### src/rtl/imem_fetch_ctrl_pkg.sv
// Shared types and constants for the instruction-fetch sequencer.
// The FSM encodings are fixed so that debug tooling can decode the state directly.
package imem_fetch_ctrl_pkg;

   typedef enum logic [1:0] {
      S_BOOT   = 2'd0,
      S_RUN    = 2'd1,
      S_HALTED = 2'd2
   } fetch_state_e;

   localparam logic [31:0] RESET_PC_DEFAULT = 32'h0000_0000;
   localparam logic [31:0] PC_INC           = 32'd4;

endpackage

### src/rtl/imem_fetch_ctrl_fetch_queue.sv
// Circular prefetch FIFO holding {instruction, pc} pairs.
// A flush empties the queue and takes priority over a push in the same cycle.
module fetch_queue #(
   parameter int DEPTH = 2,
   parameter int W     = 64,
   parameter int CNT_W = $clog2(DEPTH + 1)
) (
   input  logic             clk,
   input  logic             reset,
   input  logic             flush,
   input  logic             push,
   input  logic             pop,
   input  logic [W-1:0]     din,
   output logic [CNT_W-1:0] count,
   output logic [W-1:0]     head
);

   localparam int PTR_W = (DEPTH > 1) ? $clog2(DEPTH) : 1;

   logic [W-1:0]     mem_q [DEPTH];
   logic [PTR_W-1:0] head_q, head_d;
   logic [PTR_W-1:0] tail_q, tail_d;
   logic [CNT_W-1:0] count_q, count_d;

   function automatic logic [PTR_W-1:0] ptr_inc(input logic [PTR_W-1:0] p);
      return (p == PTR_W'(DEPTH - 1)) ? '0 : p + PTR_W'(1);
   endfunction

   always_comb begin
      head_d  = head_q;
      tail_d  = tail_q;
      count_d = count_q;
      if (flush) begin
         head_d  = '0;
         tail_d  = '0;
         count_d = '0;
      end else begin
         if (push) tail_d = ptr_inc(tail_q);
         if (pop)  head_d = ptr_inc(head_q);
         if (push && !pop)      count_d = count_q + CNT_W'(1);
         else if (pop && !push) count_d = count_q - CNT_W'(1);
      end
   end

   always_ff @(posedge clk) begin
      if (reset) begin
         head_q  <= '0;
         tail_q  <= '0;
         count_q <= '0;
      end else begin
         head_q  <= head_d;
         tail_q  <= tail_d;
         count_q <= count_d;
      end
   end

   // Storage carries no reset; occupancy is tracked by count_q alone.
   always_ff @(posedge clk) begin
      if (push && !flush) mem_q[tail_q] <= din;
   end

   assign count = count_q;
   assign head  = mem_q[head_q];

endmodule

### src/rtl/imem_fetch_ctrl.sv
// Instruction fetch sequencer: owns the fetch PC, addresses the combinational ROM,
// and streams {instr, pc} to decode through a small prefetch queue.
module imem_fetch_ctrl
   import imem_fetch_ctrl_pkg::*;
#(
   parameter int          ADDR_W   = 6,
   parameter int          DATA_W   = 32,
   parameter int          DEPTH    = 2,
   parameter logic [31:0] RESET_PC = RESET_PC_DEFAULT
) (
   input  logic              clk,
   input  logic              reset,
   output logic [ADDR_W-1:0] imem_a,
   input  logic [DATA_W-1:0] imem_rd,
   input  logic              redirect,
   input  logic [31:0]       redirect_pc,
   input  logic              halt,
   output logic [DATA_W-1:0] instr,
   output logic [31:0]       instr_pc,
   output logic              instr_valid,
   input  logic              instr_ready,
   output logic [31:0]       fetch_pc,
   output logic              halted
);

   localparam int CNT_W = $clog2(DEPTH + 1);
   localparam int ENT_W = DATA_W + 32;

   fetch_state_e      state_q, state_d;
   logic [31:0]       fetch_pc_q, fetch_pc_d;
   logic [CNT_W-1:0]  q_count;
   logic [ENT_W-1:0]  q_head;
   logic              push, pop;

   assign instr_valid = (q_count != '0);
   assign pop         = instr_valid && instr_ready;
   // A pop frees a slot in the same cycle, which is what sustains 1 instr/cycle when full.
   assign push        = (state_q == S_RUN) && !redirect && !halt &&
                        ((q_count < CNT_W'(DEPTH)) || pop);

   always_comb begin
      state_d    = state_q;
      fetch_pc_d = fetch_pc_q;
      if (redirect) begin
         state_d    = S_RUN;
         fetch_pc_d = redirect_pc & 32'hFFFF_FFFC;
      end else begin
         case (state_q)
            S_BOOT:   state_d = S_RUN;
            S_RUN:    if (halt) state_d = S_HALTED;
            S_HALTED: state_d = S_HALTED;
            default:  state_d = S_BOOT;
         endcase
         if (push) fetch_pc_d = fetch_pc_q + PC_INC;
      end
   end

   always_ff @(posedge clk) begin
      if (reset) begin
         state_q    <= S_BOOT;
         fetch_pc_q <= RESET_PC;
      end else begin
         state_q    <= state_d;
         fetch_pc_q <= fetch_pc_d;
      end
   end

   fetch_queue #(
      .DEPTH (DEPTH),
      .W     (ENT_W),
      .CNT_W (CNT_W)
   ) u_queue (
      .clk   (clk),
      .reset (reset),
      .flush (redirect),
      .push  (push),
      .pop   (pop),
      .din   ({imem_rd, fetch_pc_q}),
      .count (q_count),
      .head  (q_head)
   );

   // Gate the head with valid so an empty queue presents zeros rather than stale storage.
   assign instr    = instr_valid ? q_head[ENT_W-1:32] : '0;
   assign instr_pc = instr_valid ? q_head[31:0]       : '0;
   assign imem_a   = fetch_pc_q[ADDR_W+1:2];
   assign fetch_pc = fetch_pc_q;
   assign halted   = (state_q == S_HALTED) && !instr_valid;

endmodule

### config.mk
export PLATFORM = sky130hd
export DESIGN_NAME = imem_fetch_ctrl
export DESIGN_NICKNAME = d
export VERILOG_FILES = /design/src/rtl/imem_fetch_ctrl_pkg.sv /design/src/rtl/imem_fetch_ctrl_fetch_queue.sv /design/src/rtl/imem_fetch_ctrl.sv
export SDC_FILE = /design/constraint.sdc
export NUM_CORES = 1
export LEC_CHECK = 0
export BUFFER_PORTS_ARGS = -buffer_cell sky130_fd_sc_hd__clkbuf_2
export CAP_MARGIN = 20
export CORE_MARGIN = 5
export CORE_UTILIZATION = 55
export CTS_BUF_LIST = sky130_fd_sc_hd__clkbuf_4
export CTS_CLUSTER_DIAMETER = 200
export DETAILED_ROUTE_END_ITERATION = 10
export PLACE_DENSITY = 0.82
export SLEW_MARGIN = 25
export SYNTH_ARGS = -nofsm -noshare
export SYNTH_HDL_FRONTEND = slang
export SYNTH_SLANG_ARGS = --single-unit
### constraint.sdc
create_clock -name clk -period 8.79 [get_ports clk]
set_input_delay 1.758 -clock clk [delete_from_list [all_inputs] [get_ports clk]]
set_output_delay 1.758 -clock clk [all_outputs]
set_load 0.03 [all_outputs]
==> impl_metrics.tcl <==
set metrics [dict create \
    max_slew.worst_pin.slew_ps 852 \
    die_height_um 121 \
    worstHoldPathCells 2 \
    seqPwrFrac_pct 61.1 \
    grt_setup_unrepaired "false" \
    synth_top_area_share_pct 55.0 \
    cts_tree "done" \
    hold_viol_final 0 \
    yosys-top-cells-area "sky130_fd_sc_hd__edfxtp_1 55%, sky130_fd_sc_hd__dfxtp_1 11%, sky130_fd_sc_hd__mux2i_1 9.3%" \
    synth-seq-area-share_pct 65.9 \
    synth.yosys.warnings 0 \
    number_of_max_cap_violations 0 \
    power.density_cell_area_nw_per_um2 178 \
    power.switching_w 0.000406 \
    run_status "finished, final reports clean" \
    synth_edf_count 124 \
    period_needed_ps 4000 \
    initial_utilization_pct 56.2 \
    fillers 928 \
    post_cts_hold_buffer_count 0 \
    multi_input_area_um2 2120 \
    distinct_cell_type_count_of_the_synthesized_netlist 38 \
    setup.worst_path.start_class "flip-flop" \
    timing.setup.critical_path_class "flip-flop to primary output" \
    synthArstFlopShare_pct 0 \
    post_cts_resize_count 0 \
    synth-seq-cells 161 \
    drtPass1Iterations 5 \
    clock_tree.buffer_depth 2 \
    hold_path.class "flip-flop to flip-flop" \
    fin_tns_setup_ps 0 \
    power.share.switching_pct 28.7 \
    timing.final.crit_share_pct 45.5 \
    grt_first_pass_wirelength_mm 24.3 \
    seqCellArea_um2 4470 \
    drc 0 \
    numClockSinks 161 \
    clkLatencyLatePin_ps 550 \
    finish.utilization_pct 66.0 \
    synth_area_per_cell_um2 12.9 \
    comb_power_share_pct 10.9 \
    antenna_cells_inserted 0 \
    syn_to_final_growth_pct 17.5 \
    mappedNetlistArea_um2 6770 \
    routed_wire_length_per_instance_um 17.7 \
    root_buffer "sky130_fd_sc_hd__clkbuf_4" \
    placeableCoreArea_um2 12100 \
    timing.reg2reg.worst_path_depth 6 \
    routed-via-count 4714 \
    first_iter_violations 383 \
    cts_inserted_buffers 17 \
    drt-total-wl_mm 15.3 \
    portion_of_total_power_attributed_to_the_clock_network_pct 28.1 \
    crit_required_ps 7030 \
    design.portCount 173 \
    finalClockSkew_ps 20.6 \
    p_int_w 0.00101 \
    final_nets 754 \
    hold_worst_slack_ps 537 \
    worst_slew_margin_rel_pct 42.8 \
    timing_max_transition_violations_final 0 \
    end_kind "primary output" \
    yosys.area.top_type "sky130_fd_sc_hd__edfxtp_1" \
    globalRouteOverflowTotal 0 \
    total_power_w 0.00142 \
    grt_antenna_before_repair 0 \
    power.static_leakage_nw 2.96 \
    cp_max_fo 53 \
    place.gp.congestion 0.878 \
    grt_pass1_vias 4774 \
    clock_tree.htree_level_count 4 \
    syn-instance-count 525 \
    die_area_um2 14600 \
    setup_viol 0 \
    viasPerCell 5.48 \
    number_of_nets_still_failing_antenna_checks_after_routing 0 \
    worst-endpoint-arrival_ps 2240 \
    cts_setup_buffers 0 \
    max_freq_ghz 0.250 \
    place_hpwl_mm 10.4 \
    post_route_cells_drive_above_1_share_pct 30.7 \
    clock_pin_slew_reported_for_the_worst_setup_and_hold_paths_after_clock_tree_synthesis_ps 140 \
    dominantRegCellSynth "sky130_fd_sc_hd__edfxtp_1" \
    numPortBuffers 166 \
    die-width_um 121 \
    std_cell_rows 40 \
    vdd_drop_max_uv 90.5 \
    grt_max_degree 63 \
    all_layer_global_routing_usage_pct 21.4 \
]
-- kinds of logic after synthesis --
| kind of cell | share of synthesized area [%] |
|---|---|
| xor gates and xnor gates | 3.49 |
| other | 0.0554 |
| adders and majority gates | 0.924 |
| and+or+nand+nor | 12.7 |
| muxes | 9.31 |
| DFF | 65.9 |
| buffers and inverters | 3.12 |
| AOI/OAI and AO/OA | 4.53 |
-- per-stage QoR --
step	setup slack, ps	instance area (µm²)	cells
3_5_place_dp	4380	7690	828
3_3_place_gp	4460	7690	828
2_1_floorplan	1880	6780	528
4_1_cts	4700	7940	860
5_1_grt	4580	7960	861
6_report	4790	7960	861
-- critical path, cell delays in order (launching register included) --
cell                       delay (ps)
sky130_fd_sc_hd__dfxtp_1          390
sky130_fd_sc_hd__nor2_4           320
sky130_fd_sc_hd__buf_4            550
sky130_fd_sc_hd__and2_1           220
sky130_fd_sc_hd__clkbuf_2         210
-- placed cells by master, fill, tap and decap left out, drive strengths merged, types with 7 or more instances in the layout --
cell and count:
inv 15, xor2 22, nand2 20, nand3 14, nor2 95, and2 7, and3 7, o21ai 7
a21oi 9, dfxtp 37, clkinv 7, a211oi 20, edfxtp 124, clkbuf 183, nand4 14, mux2i 63
-- cells in the mapped netlist, types with 2 or more instances --
| master | n |
|---|---|
| sky130_fd_sc_hd__and3_1 | 7 |
| sky130_fd_sc_hd__or3_1 | 4 |
| sky130_fd_sc_hd__xor2_1 | 22 |
| sky130_fd_sc_hd__nand3_2 | 3 |
| sky130_fd_sc_hd__o22ai_1 | 2 |
| sky130_fd_sc_hd__nand2_1 | 20 |
| sky130_fd_sc_hd__clkbuf_1 | 21 |
| sky130_fd_sc_hd__xnor2_1 | 5 |
| sky130_fd_sc_hd__nor4_1 | 2 |
| sky130_fd_sc_hd__inv_1 | 7 |
| sky130_fd_sc_hd__nand3_1 | 11 |
| sky130_fd_sc_hd__mux2i_1 | 63 |
| sky130_fd_sc_hd__a21oi_1 | 9 |
| sky130_fd_sc_hd__nor2_1 | 95 |
| sky130_fd_sc_hd__buf_1 | 3 |
| sky130_fd_sc_hd__ha_1 | 5 |
| sky130_fd_sc_hd__dfxtp_1 | 37 |
| sky130_fd_sc_hd__nor2b_1 | 2 |
| sky130_fd_sc_hd__o21ai_0 | 7 |
| sky130_fd_sc_hd__a211oi_1 | 20 |
| sky130_fd_sc_hd__a311oi_1 | 4 |
| sky130_fd_sc_hd__nor3_1 | 2 |
| sky130_fd_sc_hd__and2_1 | 7 |
| sky130_fd_sc_hd__nand2b_1 | 2 |
| sky130_fd_sc_hd__edfxtp_1 | 124 |
| sky130_fd_sc_hd__a31oi_1 | 2 |
| sky130_fd_sc_hd__buf_4 | 10 |
| sky130_fd_sc_hd__buf_2 | 4 |
| sky130_fd_sc_hd__nor4_4 | 2 |
| sky130_fd_sc_hd__nand4b_1 | 2 |
| sky130_fd_sc_hd__nand4_1 | 14 |
-- metal layers --
metal	share of wire, %	up-vias	global-route usage [%]
li1	-	2211	-
met1	41	2272	27.1
met2	49	205	35.8
met3	7.7	26	6.11
met4	1.4	0	6.66
met5	0	-	0
-- registers in the layout, summed over array words and instances, names as in the netlist, named ones only --
| signal | flops |
|---|---|
| fetch_pc | 30 |
| state_q | 2 |
| u_queue.count | 2 |
| u_queue.head_q | 1 |
| u_queue.mem_q | 124 |
| u_queue.tail_q | 1 |
-- area by class of cell --
| class | count | share of cell area (%) |
|---|---|---|
| Sequential cell | 161 | 56.1 |
| Timing Repair Buffer | 171 | 11.1 |
| Clock buffer | 17 | 1.60 |
| Tap cell | 168 | 2.64 |
| Multi-Input combinational cell | 322 | 26.7 |
| Inverter | 7 | 0.330 |
| Clock inverter | 15 | 1.56 |
-- power by group through the flow --
stage	Combinational [W]	Clock, W	Sequential (W)
6_report	0.000154	0.000398	0.000865
5_1_grt	0.000166	0.000445	0.000869
4_1_cts	0.000154	0.000405	0.000866
3_5_place_dp	0.000153	0	0.000884
3_3_place_gp	0.000148	0	0.000881
2_1_floorplan	0.0000864	0	0.000894
-- path summary, 6_finish.rpt --
path                    startpoint              endpoint  slack [ps]
hold / removal      u_queue.head_q             flip-flop         540
setup reg to reg        state_q[1]  u_queue.mem_q[1][31]        5710
hold reg to reg     u_queue.head_q             flip-flop         540
setup / recovery  u_queue.count[0]                halted        4790
No activity file was read; power rests on OpenSTA's default activity.
